File: src/rtl/ticket_window_arbiter_pkg.sv
// ---------------------------------------------------------------------------
// ticket_pkg
// Shared definitions for the ticket window arbiter:
//   state_t           sequencer states (IDLE, LATCH, PRICE, COLLECT, SETTLE)
//   UNIT_FARE_DEF     default TWD charged per station spanned
//   MONEY_W_DEF       default width of money values
//   sat_add()         saturating adder for money values up to 32 bits wide
// ---------------------------------------------------------------------------
package ticket_pkg;

    typedef enum logic [2:0] {
        IDLE    = 3'd0,
        LATCH   = 3'd1,
        PRICE   = 3'd2,
        COLLECT = 3'd3,
        SETTLE  = 3'd4
    } state_t;

    localparam int UNIT_FARE_DEF = 5;
    localparam int MONEY_W_DEF   = 16;

    // Adds a + b and clamps the result to max_val. Operands are carried in
    // 32 bits so the same helper serves any money width up to 32.
    function automatic logic [31:0] sat_add(
        input logic [31:0] a,
        input logic [31:0] b,
        input logic [31:0] max_val
    );
        logic [32:0] sum;
        sum = {1'b0, a} + {1'b0, b};
        if (sum > {1'b0, max_val}) begin
            return max_val;
        end
        return sum[31:0];
    endfunction

endpackage

File: src/rtl/ticket_window_arbiter_rr_pick.sv
// ---------------------------------------------------------------------------
// rr_pick
// Combinational round-robin selector. Returns the first asserted request at
// or after the pointer, wrapping cyclically past the last window.
// Ports:
//   req    in  NUM_WIN  request vector
//   ptr    in  IDX_W    highest-priority window index (must be < NUM_WIN)
//   gnt    out NUM_WIN  one-hot winner (all zero when valid is low)
//   idx    out IDX_W    winner index
//   valid  out 1        any request present
// ---------------------------------------------------------------------------
module rr_pick #(
    parameter int NUM_WIN = 4,
    parameter int IDX_W   = 2
) (
    input  logic [NUM_WIN-1:0] req,
    input  logic [IDX_W-1:0]   ptr,
    output logic [NUM_WIN-1:0] gnt,
    output logic [IDX_W-1:0]   idx,
    output logic               valid
);

    // cand[k] is the window that sits k places after the pointer.
    logic [IDX_W-1:0]   cand [NUM_WIN];
    logic [NUM_WIN-1:0] hit;

    genvar gi;
    generate
        for (gi = 0; gi < NUM_WIN; gi++) begin : g_cand
            logic [IDX_W:0] sum_w;
            assign sum_w = {1'b0, ptr} + (IDX_W+1)'(gi);
            // ptr and gi are both below NUM_WIN, so one subtraction wraps.
            assign cand[gi] = (sum_w >= (IDX_W+1)'(NUM_WIN))
                            ? IDX_W'(sum_w - (IDX_W+1)'(NUM_WIN))
                            : sum_w[IDX_W-1:0];
            assign hit[gi]  = req[cand[gi]];
        end
    endgenerate

    // Lowest offset wins: walk from the far end so the nearest hit is last.
    always_comb begin
        valid = 1'b0;
        idx   = '0;
        for (int k = NUM_WIN - 1; k >= 0; k--) begin
            if (hit[k]) begin
                valid = 1'b1;
                idx   = cand[k];
            end
        end
    end

    always_comb begin
        gnt = '0;
        if (valid) begin
            gnt[idx] = 1'b1;
        end
    end

endmodule

File: src/rtl/ticket_window_arbiter.sv
// ---------------------------------------------------------------------------
// ticket_window_arbiter
// Shares one fare/settlement engine among NUM_WIN ticket windows. A window is
// chosen round-robin, its trip is latched and priced, coins are collected,
// and the transaction settles with tickets + change or a full refund.
//
// Optional feature macro: TICKET_TIMEOUT_EN
//   When defined, a COLLECT idle-payment counter cancels the transaction
//   after TIMEOUT_CYC cycles without an accepted coin and the extra output
//   timed_out pulses together with that refund's done.
//
// Ports:
//   clock       in   system clock, rising edge
//   reset       in   asynchronous active-low reset
//   req         in   per-window request level
//   src_st      in   packed source stations   (window i at [i*ST_W +: ST_W])
//   dst_st      in   packed destination stations
//   tkt_num     in   packed ticket counts     (window i at [i*NUM_W +: NUM_W])
//   coin_valid  in   per-window one-cycle coin strobe
//   coin_val    in   packed coin values       (window i at [i*MONEY_W +: MONEY_W])
//   cancel      in   per-window one-cycle cancel strobe
//   grant       out  one-hot engine owner, LATCH through SETTLE
//   busy        out  sequencer not in IDLE
//   price       out  total fare of the current transaction
//   paid        out  accumulated payment
//   done        out  one-cycle settlement pulse
//   done_win    out  index of the settled window
//   out_num     out  tickets issued (held until next done)
//   out_cash    out  change or refund (held until next done)
//   cancelled   out  done is a refund
//   timed_out   out  (TICKET_TIMEOUT_EN only) done was caused by timeout
// MONEY_W must not exceed 32.
// ---------------------------------------------------------------------------
module ticket_window_arbiter
    import ticket_pkg::*;
#(
    parameter int NUM_WIN     = 4,
    parameter int ST_W        = 4,
    parameter int NUM_W       = 4,
    parameter int MONEY_W     = MONEY_W_DEF,
    parameter int UNIT_FARE   = UNIT_FARE_DEF
`ifdef TICKET_TIMEOUT_EN
    ,
    parameter int TIMEOUT_CYC = 1000
`endif
) (
    input  logic                       clock,
    input  logic                       reset,
    input  logic [NUM_WIN-1:0]         req,
    input  logic [NUM_WIN*ST_W-1:0]    src_st,
    input  logic [NUM_WIN*ST_W-1:0]    dst_st,
    input  logic [NUM_WIN*NUM_W-1:0]   tkt_num,
    input  logic [NUM_WIN-1:0]         coin_valid,
    input  logic [NUM_WIN*MONEY_W-1:0] coin_val,
    input  logic [NUM_WIN-1:0]         cancel,
    output logic [NUM_WIN-1:0]         grant,
    output logic                       busy,
    output logic [MONEY_W-1:0]         price,
    output logic [MONEY_W-1:0]         paid,
    output logic                       done,
    output logic [2:0]                 done_win,
    output logic [NUM_W-1:0]           out_num,
    output logic [MONEY_W-1:0]         out_cash,
    output logic                       cancelled
`ifdef TICKET_TIMEOUT_EN
    ,
    output logic                       timed_out
`endif
);

    localparam int IDX_W  = $clog2(NUM_WIN);
    // Wide enough for UNIT_FARE * span * num without any overflow.
    localparam int PROD_W = 32 + ST_W + 1 + NUM_W;
    localparam logic [MONEY_W-1:0] MONEY_MAX = '1;

    // ---------------- state ----------------
    state_t               state_q, state_d;
    logic [IDX_W-1:0]     ptr_q, ptr_d;
    logic [IDX_W-1:0]     win_q, win_d;
    logic [NUM_WIN-1:0]   gnt_q, gnt_d;
    logic [ST_W-1:0]      src_q, src_d;
    logic [ST_W-1:0]      dst_q, dst_d;
    logic [NUM_W-1:0]     num_q, num_d;
    logic [MONEY_W-1:0]   price_q, price_d;
    logic [MONEY_W-1:0]   paid_q, paid_d;
    logic [NUM_W-1:0]     out_num_q, out_num_d;
    logic [MONEY_W-1:0]   out_cash_q, out_cash_d;
    logic                 cancelled_q, cancelled_d;
    logic [2:0]           done_win_q, done_win_d;

    // ---------------- selection ----------------
    logic [NUM_WIN-1:0]   pick_gnt;
    logic [IDX_W-1:0]     pick_idx;
    logic                 pick_valid;

    rr_pick #(
        .NUM_WIN (NUM_WIN),
        .IDX_W   (IDX_W)
    ) u_rr_pick (
        .req   (req),
        .ptr   (ptr_q),
        .gnt   (pick_gnt),
        .idx   (pick_idx),
        .valid (pick_valid)
    );

    // ---------------- granted-window views ----------------
    logic [ST_W-1:0]      sel_src, sel_dst;
    logic [NUM_W-1:0]     sel_num;
    logic [MONEY_W-1:0]   sel_coin;
    logic                 coin_hit;
    logic                 user_abort;

    assign sel_src    = src_st[int'(win_q)*ST_W +: ST_W];
    assign sel_dst    = dst_st[int'(win_q)*ST_W +: ST_W];
    assign sel_num    = tkt_num[int'(win_q)*NUM_W +: NUM_W];
    assign sel_coin   = coin_val[int'(win_q)*MONEY_W +: MONEY_W];
    assign coin_hit   = coin_valid[win_q];
    // Dropping req while paying is treated exactly like a cancel.
    assign user_abort = cancel[win_q] | ~req[win_q];

    // ---------------- fare ----------------
    logic [ST_W-1:0]      diff;
    logic [ST_W:0]        span;
    logic [PROD_W-1:0]    fare_full;
    logic [MONEY_W-1:0]   fare_sat;

    assign diff      = (src_q > dst_q) ? (src_q - dst_q) : (dst_q - src_q);
    assign span      = {1'b0, diff} + 1'b1;
    assign fare_full = PROD_W'(UNIT_FARE) * PROD_W'(span) * PROD_W'(num_q);
    assign fare_sat  = (fare_full > PROD_W'(MONEY_MAX)) ? MONEY_MAX
                                                        : fare_full[MONEY_W-1:0];

    // ---------------- payment ----------------
    logic [MONEY_W-1:0]   paid_new;
    logic                 paid_enough;
    logic                 abort;
    logic                 tmo_hit;

    // The coin is always added before a same-cycle cancel is acted on, so a
    // coin arriving with cancel ends up in the refund.
    assign paid_new    = coin_hit
                       ? MONEY_W'(sat_add(32'(paid_q), 32'(sel_coin), 32'(MONEY_MAX)))
                       : paid_q;
    assign paid_enough = (paid_new >= price_q);
    assign abort       = user_abort | tmo_hit;

`ifdef TICKET_TIMEOUT_EN
    localparam int TMO_W = $clog2(TIMEOUT_CYC + 1);
    logic [TMO_W-1:0] tmo_cnt_q, tmo_cnt_d;
    logic             tmo_flag_q, tmo_flag_d;

    // The cycle that would bring the count to TIMEOUT_CYC is the timeout.
    assign tmo_hit = (state_q == COLLECT) && !coin_hit &&
                     (tmo_cnt_q == TMO_W'(TIMEOUT_CYC - 1));

    always_comb begin
        tmo_cnt_d  = tmo_cnt_q;
        tmo_flag_d = tmo_flag_q;
        if (state_q == PRICE) begin
            tmo_cnt_d = '0;
        end else if (state_q == COLLECT) begin
            tmo_cnt_d = coin_hit ? '0 : tmo_cnt_q + 1'b1;
        end
        // The flag is refreshed on every entry to SETTLE, alongside out_*.
        if (state_q == PRICE && num_q == '0) begin
            tmo_flag_d = 1'b0;
        end else if (state_q == COLLECT && (abort || paid_enough)) begin
            tmo_flag_d = tmo_hit && !user_abort;
        end
    end

    always_ff @(posedge clock or negedge reset) begin
        if (!reset) begin
            tmo_cnt_q  <= '0;
            tmo_flag_q <= 1'b0;
        end else begin
            tmo_cnt_q  <= tmo_cnt_d;
            tmo_flag_q <= tmo_flag_d;
        end
    end
`else
    assign tmo_hit = 1'b0;
`endif

    // ---------------- FSM: next state ----------------
    always_comb begin
        state_d = state_q;
        case (state_q)
            IDLE:    if (pick_valid) state_d = LATCH;
            LATCH:   state_d = PRICE;
            PRICE:   state_d = (num_q == '0) ? SETTLE : COLLECT;
            COLLECT: if (abort || paid_enough) state_d = SETTLE;
            SETTLE:  state_d = IDLE;
            default: state_d = IDLE;
        endcase
    end

    // ---------------- datapath next values ----------------
    always_comb begin
        ptr_d       = ptr_q;
        win_d       = win_q;
        gnt_d       = gnt_q;
        src_d       = src_q;
        dst_d       = dst_q;
        num_d       = num_q;
        price_d     = price_q;
        paid_d      = paid_q;
        out_num_d   = out_num_q;
        out_cash_d  = out_cash_q;
        cancelled_d = cancelled_q;
        done_win_d  = done_win_q;
        case (state_q)
            IDLE: begin
                if (pick_valid) begin
                    win_d = pick_idx;
                    gnt_d = pick_gnt;
                end
            end
            LATCH: begin
                src_d = sel_src;
                dst_d = sel_dst;
                num_d = sel_num;
            end
            PRICE: begin
                price_d = fare_sat;
                paid_d  = '0;
                if (num_q == '0) begin
                    // Zero-ticket order settles as an empty refund.
                    out_num_d   = '0;
                    out_cash_d  = '0;
                    cancelled_d = 1'b1;
                    done_win_d  = 3'(win_q);
                end
            end
            COLLECT: begin
                paid_d = paid_new;
                if (abort) begin
                    out_num_d   = '0;
                    out_cash_d  = paid_new;
                    cancelled_d = 1'b1;
                    done_win_d  = 3'(win_q);
                end else if (paid_enough) begin
                    out_num_d   = num_q;
                    out_cash_d  = paid_new - price_q;
                    cancelled_d = 1'b0;
                    done_win_d  = 3'(win_q);
                end
            end
            SETTLE: begin
                // Served window moves to the back of the rotation.
                ptr_d = (win_q == IDX_W'(NUM_WIN - 1)) ? '0 : win_q + 1'b1;
            end
            default: ;
        endcase
    end

    // ---------------- registers ----------------
    always_ff @(posedge clock or negedge reset) begin
        if (!reset) begin
            state_q     <= IDLE;
            ptr_q       <= '0;
            win_q       <= '0;
            gnt_q       <= '0;
            src_q       <= '0;
            dst_q       <= '0;
            num_q       <= '0;
            price_q     <= '0;
            paid_q      <= '0;
            out_num_q   <= '0;
            out_cash_q  <= '0;
            cancelled_q <= 1'b0;
            done_win_q  <= '0;
        end else begin
            state_q     <= state_d;
            ptr_q       <= ptr_d;
            win_q       <= win_d;
            gnt_q       <= gnt_d;
            src_q       <= src_d;
            dst_q       <= dst_d;
            num_q       <= num_d;
            price_q     <= price_d;
            paid_q      <= paid_d;
            out_num_q   <= out_num_d;
            out_cash_q  <= out_cash_d;
            cancelled_q <= cancelled_d;
            done_win_q  <= done_win_d;
        end
    end

    // ---------------- FSM: outputs ----------------
    always_comb begin
        busy  = (state_q != IDLE);
        done  = (state_q == SETTLE);
        grant = busy ? gnt_q : '0;
`ifdef TICKET_TIMEOUT_EN
        timed_out = done && tmo_flag_q;
`endif
    end

    assign price     = price_q;
    assign paid      = paid_q;
    assign done_win  = done_win_q;
    assign out_num   = out_num_q;
    assign out_cash  = out_cash_q;
    assign cancelled = cancelled_q;

endmodule

File: config.mk
export PLATFORM = sky130hd
export DESIGN_NAME = ticket_window_arbiter
export DESIGN_NICKNAME = d
export VERILOG_FILES = /design/src/rtl/ticket_window_arbiter_pkg.sv /design/src/rtl/ticket_window_arbiter_rr_pick.sv /design/src/rtl/ticket_window_arbiter.sv
export SDC_FILE = /design/constraint.sdc
export NUM_CORES = 1
export LEC_CHECK = 0
export BUFFER_PORTS_ARGS = -buffer_cell sky130_fd_sc_hd__buf_2
export CELL_PAD_IN_SITES_DETAIL_PLACEMENT = 0
export CELL_PAD_IN_SITES_GLOBAL_PLACEMENT = 1
export CORE_MARGIN = 2
export CORE_UTILIZATION = 40
export DETAILED_ROUTE_END_ITERATION = 7
export HOLD_SLACK_MARGIN = 0.06
export PLACE_DENSITY = 0.8
export SLEW_MARGIN = 20
export SYNTH_ARGS = -nofsm -noshare
export SYNTH_HDL_FRONTEND = slang
export SYNTH_HIERARCHICAL = 1
export SYNTH_SLANG_ARGS = --single-unit
File: constraint.sdc
create_clock -name clock -period 7.9 [get_ports clock]
set_clock_uncertainty 0.15 [all_clocks]
set_input_delay 0.79 -clock clock [delete_from_list [all_inputs] [get_ports clock]]
set_output_delay 0.79 -clock clock [all_outputs]
set_load 0.1 [all_outputs]
# After elaboration in Yosys (flattened, before gate mapping)
# Cells that the tools add are included.
[classes]
add_sub_neg = 13
mul = 2
order_cmp = 15
n_eq_ne = 9
n_shift = 4
mux = 57
bitwise = 2
n_reduce_logical = 9
[op_table]
columns = ["op", "n"]
rows = [
  ["$mux W16", 7],
  ["$pmux W16 S2", 2],
  ["$shiftx A64 B7 Y16", 1],
  ["$shiftx A16 B5 Y4", 3],
  ["$mux W4", 5],
  ["$lt A2 B3 Y1 const B", 6],
  ["$mux W2", 9],
  ["$mux W3", 6],
  ["$add A16 B16 Y17", 1],
  ["$gt A17 B16 Y1 const B", 1],
  ["$ge A16 B16 Y1", 1],
  ["$gt A12 B16 Y1 const B", 1],
  ["$mux W1", 16],
  ["$sub A16 B16 Y16", 1],
  ["$bmux W1 S2", 7],
  ["$mul A8 B4 Y12", 1],
  ["$pmux W3 S4", 1],
  ["$ge A3 B3 Y1 const B", 3],
  ["$mul A3 B5 Y8 const A", 1],
  ["$pmux W4 S2", 1],
  ["$sub A2 B1 Y2 const B", 4],
  ["$sub A4 B4 Y4", 2],
  ["$add A2 B2 Y3 const B", 2],
  ["$eq A3 B2 Y1 const B", 2],
  ["24 further kinds", 27],
]
[word_totals]
ff_bits = 79
in_bits = 126
output_inout_bits = 62

# Longest topological paths before layout
# Gate-level depths: netlist (run 1).
[logic_depth]
word_depth = 13
ltp_mapped = 29

# Cells and area by module
# The synthesis (run 1) kept the hierarchy.
[by_module_without_submodules]
columns = ["module", "instances", "cells_each", "area_each_um2", "seq_area_each_um2"]
rows = [
  ["ticket_window_arbiter", 1, 695, 6635.1, 1851.8],
  ["rr_pick", 1, 33, 211.5, 0.0],
]

# Least setup slack after synthesis (run 1)
# OpenSTA, ideal clock, no wires.
[synth_timing]
path_type = "reg2reg"
from = "register win_q[0]"
to = "register done_win_q[0], in the netlist done_win[0]"
arrival_time_ns = 6.366
required_ns = 7.622
setup_slack_ns = 1.255
stages_incl_launch_ff = 24
period_less_slack_ns = 6.645
cell_sequence = "dfrtp_1 -> buf_4 -> buf_1 -> clkbuf_1 -> mux4_2 -> ha_1 -> a21o_1 -> a31oi_1 -> nand2_1 -> a21oi_1 -> o31ai_1 -> clkbuf_1 -> o22a_1 -> ha_1 -> nor2b_1 -> o21ai_0 -> a21oi_1 -> nor4b_1 -> o311ai_0 -> a31o_1 -> or3_4 -> o21ai_4 -> buf_6 -> mux2_1"
[synth_between]
elab_chain_cells = 9
word_cells_on_any_way = 21
classes_between = "add/sub (1); order compare (2); eq/ne (1); shift (1); mux (13); bitwise (2); reduce/logical (1)"
[synth_rtl]
columns = ["item", "line", "source"]
rows = [
  ["start: declaration", "ticket_window_arbiter.sv:79", "logic [IDX_W-1:0] win_q, win_d;"],
  ["start signal: assignment", "ticket_window_arbiter.sv:277", "win_q <= win_d;"],
  ["$shiftx A64 B7 Y16", "ticket_window_arbiter.sv:117", "assign sel_coin = coin_val[int'(win_q)*MONEY_W +: MONEY_W];"],
  ["$add A16 B16 Y17", "ticket_window_arbiter_pkg.sv:30", "sum = {1'b0, a} + {1'b0, b};"],
  ["$gt A17 B16 Y1", "ticket_window_arbiter_pkg.sv:31", "if (sum > {1'b0, max_val}) begin"],
  ["$mux W1", "ticket_window_arbiter_pkg.sv:31", ""],
  ["$mux W16", "ticket_window_arbiter_pkg.sv:34", "return sum[31:0];"],
  ["$mux W16", "ticket_window_arbiter.sv:143", "? MONEY_W'(sat_add(32'(paid_q), 32'(sel_coin), 32'(MONEY_MAX)))"],
  ["$ge A16 B16 Y1", "ticket_window_arbiter.sv:145", "assign paid_enough = (paid_new >= price_q);"],
  ["$ne A3 B3 Y1 (no line)", "--", ""],
  ["$reduce_and A3 Y1 (no line)", "--", ""],
  ["end signal: assignment", "ticket_window_arbiter.sv:287", "done_win_q <= done_win_d;"],
  ["end: declaration", "ticket_window_arbiter.sv:89", "logic [2:0] done_win_q, done_win_d;"],
]
# Parallel ways exist; a longest one is shown, timed or not. The select of a mux whose other input is x is not followed.
# A chain may end at the register's enable or synchronous reset.

# Final worst setup path (run 1)
[layout_timing]
from = "register win_q[0]"
to = "register out_cash_q[0], in the netlist out_cash[0]"
[layout_between]
elab_chain_cells = 10
word_cells_on_any_way = 21
classes_between = "add/sub (2); order compare (2); eq/ne (1); shift (1); mux (12); bitwise (2); reduce/logical (1)"
[layout_rtl]
columns = ["item", "line", "source"]
rows = [
  ["$shiftx A64 B7 Y16", "ticket_window_arbiter.sv:117", ""],
  ["$add A16 B16 Y17", "ticket_window_arbiter_pkg.sv:30", ""],
  ["$gt A17 B16 Y1", "ticket_window_arbiter_pkg.sv:31", ""],
  ["$mux W1", "ticket_window_arbiter_pkg.sv:31", ""],
  ["$mux W16", "ticket_window_arbiter_pkg.sv:34", ""],
  ["$mux W16", "ticket_window_arbiter.sv:143", ""],
  ["$sub A16 B16 Y16", "ticket_window_arbiter.sv:245", "out_cash_d = paid_new - price_q;"],
  ["$mux W16", "ticket_window_arbiter.sv:243", "end else if (paid_enough) begin"],
  ["$mux W16", "ticket_window_arbiter.sv:238", "if (abort) begin"],
  ["$pmux W16 S2", "ticket_window_arbiter.sv:213", "case (state_q)"],
  ["end signal: assignment", "ticket_window_arbiter.sv:285", "out_cash_q <= out_cash_d;"],
  ["end: declaration", "ticket_window_arbiter.sv:87", "logic [MONEY_W-1:0] out_cash_q, out_cash_d;"],
]
# Parallel ways exist; a longest one is shown, timed or not. The select of a mux whose other input is x is not followed.

==> flow_summary.rst, run 1 <==
.. list-table::
   :header-rows: 1

   * - Metric
     - Value
   * - Unrepaired setup endpoints after global routing
     - false
   * - Slowest cell on crit path
     - dfrtp_2
   * - Number of filler cells placed in the layout
     - 1,618
   * - Root buffer cell
     - clkbuf_16
   * - Total vias in the final route
     - 5,880
   * - Async SR Flop Fraction
     - 1.00
   * - Multi-input combinational cell area
     - 4540 um2
   * - Starting density of the core
     - 0.411
   * - Nature of the critical path startpoint
     - flop
   * - Routed length on met2
     - 8.42 mm
   * - Start-to-end type of the worst setup path
     - reg2reg
   * - Average instance area after synthesis
     - about 9.4 um2
   * - Buffer and inverter count on the worst path
     - 3
   * - Post-synth top area share
     - 0.270
   * - Clock transition at path regs
     - approximately 0.060 ns
   * - Pin count of the biggest net entering global routing
     - 75
   * - Share of the clock period used by the worst path
     - 0.879
   * - Number of buffers inserted by hold repair at cts
     - 0
   * - Most area-hungry cell type in the Yosys netlist
     - dfrtp_1
   * - Number of instances resized during post-cts repair
     - 0
   * - Worst rel slew slack
     - 0.335
   * - Kind of end point of the critical path
     - flop
   * - Vias per std cell
     - 5.26
   * - Clock latency of the later-clocked register in the worst-skew pair
     - around 0.34 ns
   * - Distinct cells, synth
     - 68
   * - Routed wirelength normalized by instance count
     - ~15 um
   * - Sum of met3 wire segment lengths after detailed routing
     - 929 um
   * - Final Max Slew Viols
     - 0
   * - Required time of the critical path
     - 7.97 ns
   * - Number of I/O port buffers
     - 182
   * - H-tree levels
     - 3
   * - WP data arrival
     - approximately 7 ns
   * - Synth top area cells
     - dfrtp_1 (27%), ha_1 (11%), mux4_2 (9.5%), fa_1 (5.0%), inv_1 (3.9%)
   * - Max-Cap Viols
     - 0
   * - Layout net count
     - ~1,100
   * - CP Max Fanout
     - 16
   * - Predominant post-synthesis flop cell
     - dfrtp_1
   * - Final antenna-violating net count
     - 0
   * - # rows
     - 47
   * - Warnings, synthesis
     - 6
   * - Routability congestion estimate
     - 0.909
   * - Number of synthesized flops with an enable pin
     - 0
   * - Most common library cells after synthesis
     - dfrtp_1 (74), inv_1 (72), nand2_1 (68), ha_1 (58), nor2_1 (52)
   * - Remaining global-route overflow
     - 0
   * - Number of diodes added for antenna fixing
     - 0
   * - Most numerous cell in the Yosys netlist
     - dfrtp_1
   * - Final period demand of the worst path
     - ~6.9 ns
   * - Drt pass-1 iters
     - 4
   * - Seq/Total Area, Yosys
     - 0.270
   * - Post-CTS Setup Bufs
     - 0
   * - CTS tree
     - built
   * - Worst hold path type
     - reg2reg
   * - Outcome
     - finished, final reports clean
   * - Antenna violations before repair
     - 0
   * - Delay-heaviest family, CP
     - compound AO/OA/AOI/OAI gates
   * - Total length of routed wires
     - about 17 mm
   * - Fmax
     - between 100 and 150 MHz
   * - Layout cells sized above 1
     - 0.295
   * - Clk buf depth
     - 2
   * - Number of sinks driven by the clock tree
     - 74
   * - Final Setup Violations
     - 0
   * - Post-Route Setup TNS
     - 0 ns
   * - Actual slew at the worst max-slew pin
     - between 0.9 and 1 ns
   * - Wl on met1
     - 7.64 mm
   * - Inserted Clock Buffers
     - 9
   * - Flip-flop and latch count after synthesis
     - 74
   * - Final hold violations
     - 0
   * - Cell Area, Synth
     - approximately 6800 um2
   * - Total Routing Usage GR
     - 0.193
   * - Number of top-level design ports
     - ~190
   * - Core ar.
     - approximately 17,000 um2
   * - DRC violations left
     - 0
   * - Area enclosed by the die boundary
     - about 18,000 um2
   * - Height of the chip
     - about 130 um
   * - Post-synthesis instance total
     - ~730
   * - Area taken by flip-flops and latches
     - 1850 um2
   * - Max incr delay on CP
     - approximately 0.7 ns
   * - First-pass GRT wire length
     - ~28 mm
   * - Number of global-route vias before repair
     - ~5,800
   * - Detailed placement HPWL
     - 13.9 mm
   * - Top Layer Used
     - met4
   * - Iter 0 DRT Violations
     - 319
   * - Reg-to-reg setup timing slack
     - roughly 0.96 ns
   * - Sequence of cells on the critical path
     - mux4_2, ha_1, inv_1, fa_1, and2b_1, o211ai_1, a31oi_2, a21oi_1, o31ai_1, buf_4, o22a_1, ha_1, nor2b_1, o21ai_0, a21oi_1, nor4b_1, o311ai_0, a31o_1, or3_4, o21ai_4, buf_4, mux2_2
   * - Width of the die
     - about 130 um
   * - Layout Area Growth over Synthesis
     - 20.0%
[layer usage]
| layer | vias up | track usage |
|---|---|---|
| met5 | - | 0 |
| met1 | 2782 | 0.252 |
| li1 | 2924 | - |
| met3 | 17 | 0.0323 |
| met2 | 157 | 0.335 |
| met4 | 0 | 0.0444 |
[logic make-up after synthesis]
| group | after synthesis | share of synthesized area |
|---|---|---|
| AOI/OAI and AO/OA | 162 | 0.161 |
| DFF | 74 | 0.270 |
| muxes | 70 | 0.160 |
| xor gates and xnor gates | 32 | 0.0409 |
| other | 1 | 0.000548 |
| and+or+nand+nor | 203 | 0.142 |
| buffers and inverters | 111 | 0.0691 |
| adders and majority gates | 75 | 0.156 |
[state kept, by name, indices dropped and copies added (netlist names)]
| register | cells |
|---|---|
| out_cash | 16 |
| paid | 16 |
| price | 12 |
| dst_q | 4 |
| gnt_q | 4 |
| num_q | 4 |
| out_num | 4 |
| src_q | 4 |
| state_q | 3 |
| done_win | 2 |
| ptr_q | 2 |
| win_q | 2 |
| cancelled | 1 |
[area by class of cell]
cell class | instances | share of cell area
multi-input combinational | 547 | 0.553
timing repair buffer | 187 | 0.116
clock buffer | 10 | 0.0279
sequential | 74 | 0.226
clock inverter | 6 | 0.0110
tap | 220 | 0.0335
inverter | 73 | 0.0334
[layout by cell type (no fill, tap or decap), types with 7 or more instances in the layout]
cell / Yosys / layout
nand2_1: 68 / 68
fa_1: 17 / 17
inv_1: 72 / 72
ha_1: 58 / 58
dfrtp_1: 74 / 73
clkbuf_16: 0 / 9
mux2_2: 19 / 19
buf_2: 0 / 181
o22ai_1: 7 / 7
a21o_1: 9 / 9
a21oi_1: 36 / 36
nand2b_1: 8 / 8
nor2b_1: 11 / 11
a22o_1: 10 / 10
mux2_1: 8 / 8
nor2_1: 52 / 52
xor2_1: 13 / 13
mux4_2: 29 / 29
mux2i_1: 14 / 14
xnor2_1: 19 / 19
nand3_1: 13 / 13
and2_1: 17 / 17
o21ai_0: 38 / 38
o22a_1: 9 / 9
[metrics by stage]
stage	util	hold WS [ns]	cells	worst slack, ns	area (um2)
2_1_floorplan	-	0.322	732	1.26	6860
3_3_place_gp	0.474	0.323	1101	1.02	7900
3_5_place_dp	0.474	0.327	1101	0.881	7900
4_1_cts	0.494	0.340	1117	0.874	8210
5_1_grt	0.494	0.345	1117	0.381	8210
6_report	0.494	0.334	1117	0.957	8210
[final timing paths]
check / from / endpoint / depth (start not counted)
worst max-delay path: win_q[0] / out_cash[0] / 22
worst min-delay path: out_cash[3] / out_cash[3] / 1
worst max register to register: win_q[0] / out_cash[0] / 22
worst min register to register: out_cash[3] / out_cash[3] / 1
max in group asynchronous: reset / win_q[0] / 1
min in group asynchronous: reset / num_q[2] / 1
Power of run 1 is left out: the tool's default activity adds up to more than one toggle a clock period on the data nets, which glitch-free logic cannot reach.
==> run 2, diff against run 1 <==
Settings changed: CORE_UTILIZATION 40 to 30, CTS_BUF_LIST set to sky130_fd_sc_hd__clkbuf_4 sky130_fd_sc_hd__clkbuf_8, PLACE_DENSITY 0.8 to 0.63.
==> run 2 against run 1 <==
  * Highest routed layer unchanged
  * Critical path depth unchanged
  * First-iteration DRC count decreased by 36%
  * Sequential share of layout area is 0.16 points higher
  * Final cell count grew 6.0%
  * Clock-buffer cell count is the same
  * Wire length grew 7.7%
  * Sequential cell count unchanged
  * Non-clock buffer count grew 2
  * Utilization fell by 13 points
  * Final area shrank 0.70%
==> flow_summary.rst, run 2 (synthesis results as in run 1) <==
.. list-table::
   :header-rows: 1

   * - Metric
     - Value
   * - First-pass GRT wire length
     - 30.1 mm (was 28.3 mm)
   * - End of the critical path
     - out_num[3] (was out_cash[0])
   * - Buffer and inverter count on the worst path
     - 4 (was 3)
   * - Number of diodes added for antenna fixing
     - 0 (unchanged)
   * - Post-Route Setup TNS
     - 0 ns (unchanged)
   * - Reg-to-reg setup timing slack
     - 1.13 ns (was 0.96 ns)
   * - Total length of routed wires
     - 18.5 mm (was 17.2 mm)
   * - Max incr delay on CP
     - 0.67 ns (was 0.70 ns)
   * - Total vias in the final route
     - 5,885 (was 5,880)
   * - Height of the chip
     - 155 um (was 135 um)
   * - Vias per std cell
     - 4.97 (was 5.26)
   * - Final Max Slew Viols
     - 0 (unchanged)
   * - Unrepaired setup endpoints after global routing
     - false (unchanged)
   * - Least setup slack across all paths after layout
     - 1.13 ns (was 0.957 ns)
   * - Worst reg2reg path startpoint
     - win_q[0] (unchanged)
   * - Clock latency of the later-clocked register in the worst-skew pair
     - 0.37 ns (was 0.34 ns)
   * - Starting density of the core
     - 0.304 (was 0.411)
   * - Iter 0 DRT Violations
     - 204 (was 319)
   * - Number of instances resized during post-cts repair
     - 0 (unchanged)
   * - Most frequent CP cell
     - buf_4
   * - Area enclosed by the die boundary
     - 24,000 um2 (was 18,200 um2)
   * - Layout net count
     - 1,095 (was 1,093)
   * - # rows
     - 55 (was 47)
   * - Worst-case hold slack
     - 0.0745 ns (was 0.334 ns)
   * - H-tree levels
     - 3 (unchanged)
   * - Remaining global-route overflow
     - 0 (unchanged)
   * - Worst rel slew slack
     - 0.308 (was 0.335)
   * - Kind of end point of the critical path
     - flop (unchanged)
   * - Final cell area excluding filler cells
     - 8160 um2 (was 8210 um2)
   * - Number of I/O port buffers
     - 182 (unchanged)
   * - Drt pass-1 iters
     - 4 (unchanged)
   * - Root buffer cell
     - clkbuf_8 (was clkbuf_16)
   * - CTS tree
     - built (unchanged)
   * - CP Max Fanout
     - 24 (was 16)
   * - Highest-count cells in the layout ignoring fill and taps
     - buf_2 (181), dfrtp_1 (73), inv_1 (72) (unchanged)
   * - Core ar.
     - 22,500 um2 (was 16,600 um2)
   * - Clock transition at path regs
     - 0.08 ns (was 0.06 ns)
   * - Final Setup Violations
     - 0 (unchanged)
   * - Required time of the critical path
     - 8.04 ns (was 7.97 ns)
   * - Register-to-Register Path Depth
     - 22 (unchanged)
   * - WP data arrival
     - 6.92 ns (was 7.01 ns)
   * - Width of the die
     - 155 um (was 135 um)
   * - Sequence of cells on the critical path
     - buf_4, mux4_2, ha_1, a21oi_1, o21bai_1, a211oi_2, o31ai_1, buf_4, o22ai_1, ha_1, fa_1, nor2b_1, o21ai_0, a21oi_1, nor4b_1, buf_4, o311ai_0, a31o_1, or3_4, o21ai_4, buf_4, mux2i_1 (was mux4_2, ha_1, inv_1, fa_1, and2b_1, o211ai_1, a31oi_2, a21oi_1, o31ai_1, buf_4, o22a_1, ha_1, nor2b_1, o21ai_0, a21oi_1, nor4b_1, o311ai_0, a31o_1, or3_4, o21ai_4, buf_4, mux2_2)
   * - Final period demand of the worst path
     - 6.77 ns (was 6.94 ns)
   * - Slowest cell on crit path
     - dfrtp_2 (unchanged)
   * - Capture instance of the worst register-to-register path
     - out_num[3] (was out_cash[0])
   * - Stages on worst setup path
     - 22 (unchanged)
   * - Start-to-end type of the worst setup path
     - reg2reg (unchanged)
   * - Actual slew at the worst max-slew pin
     - 1.03 ns (was 0.994 ns)
   * - Routed wirelength normalized by instance count
     - 15.6 um (was 15.4 um)
   * - Routability congestion estimate
     - 0.842 (was 0.909)
   * - Number of sinks driven by the clock tree
     - 74 (unchanged)
   * - DRC violations left
     - 0 (unchanged)
   * - Share of the clock period used by the worst path
     - 0.857 (was 0.879)
   * - Detailed placement HPWL
     - 15.0 mm (was 13.9 mm)
   * - Nature of the critical path startpoint
     - flop (unchanged)
   * - Placed Area
     - 7990 um2 (was 7900 um2)
   * - Most frequent standard cell in the layout excluding fill and tap cells
     - buf_2 (unchanged)
   * - Number of buffers inserted by hold repair at cts
     - 0 (unchanged)
   * - Max-Cap Viols
     - 0 (unchanged)
   * - Delay-heaviest family, CP
     - compound AO/OA/AOI/OAI gates (unchanged)
   * - Crit path launch
     - win_q[0] (unchanged)
   * - Final antenna-violating net count
     - 0 (unchanged)
   * - Inserted Clock Buffers
     - 9 (unchanged)
   * - Pin count of the biggest net entering global routing
     - 68 (was 75)
   * - Antenna violations before repair
     - 0 (unchanged)
   * - Post-CTS Setup Bufs
     - 0 (unchanged)
   * - Number of global-route vias before repair
     - 5,925 (was 5,759)
   * - Layout Area Growth over Synthesis
     - 19.1% (was 20.0%)
   * - Fmax
     - 148 MHz (was 144 MHz)
   * - Total Routing Usage GR
     - 0.157 (was 0.193)
   * - Final hold violations
     - 0 (unchanged)
   * - Outcome
     - finished, final reports clean (unchanged)
   * - Clk buf depth
     - 2 (unchanged)
   * - Number of top-level design ports
     - 188 (unchanged)
   * - Worst hold path type
     - in2async (was reg2reg)
   * - Worst setup slack before clock tree synthesis
     - 1.09 ns (was 0.881 ns)
   * - Layout cells sized above 1
     - 0.298 (was 0.295)
-- run 2: changes by cell type in the layout (fill, tap and decap cells not counted), sizes merged --
cell / previous run / this run
clkinv: 2 / 6
clkinvlp: 1 / 0
inv: 74 / 73
bufinv: 2 / 0
buf: 187 / 189
-- run 2: worst reg2reg max path, cell delays in order (launching register included) --
cell      delay (ns)
dfrtp_2         0.67
buf_4           0.47
mux4_2          0.57
ha_1            0.34
a21oi_1         0.30
o21bai_1        0.15
a211oi_2        0.25
o31ai_1         0.11
buf_4           0.20
o22ai_1         0.24
ha_1            0.25
fa_1            0.20
nor2b_1         0.06
o21ai_0         0.22
a21oi_1         0.14
nor4b_1         0.28
buf_4           0.18
o311ai_0        0.18
a31o_1          0.27
or3_4           0.42
o21ai_4         0.53
buf_4           0.31
mux2i_1         0.21
-- run 2: worst min-delay path by stage --
| stage | slack [ns] | from | endpoint |
|---|---|---|---|
| global route | 0.07 | reset | num_q[2] |
| floorplan | 0.32 | gnt_q[0] | gnt_q[0] |
| detailed placement | 0.33 | out_cash[3] | out_cash[3] |
| finish | 0.07 | reset | num_q[2] |
| CTS | 0.06 | reset | num_q[2] |
| global placement | 0.33 | out_cash[6] | out_cash[6] |
-- run 2: final cells by class --
cell class | instances | area (um2)
fill | 2347 | 14300
tap | 285 | 357
sequential | 74 | 1850
clock inverter | 6 | 33.8
clock buffer | 10 | 131
inverter | 73 | 274
timing repair buffer | 189 | 966
multi-input combinational | 547 | 4540
-- run 2: stage by stage --
step,util,cells
global route,0.362,1184
detailed placement,0.355,1168
floorplan,-,732
CTS,0.362,1184
global placement,0.355,1168
finish,0.362,1184
-- run 2: routing by layer --
metal	wire (um)	part of all wire	track usage
met4	320	0.017	0.0511
met5	0	0	0
met3	897	0.048	0.0265
met1	8300	0.45	0.198
met2	8980	0.49	0.274
Power of run 2 is left out for the same reason.
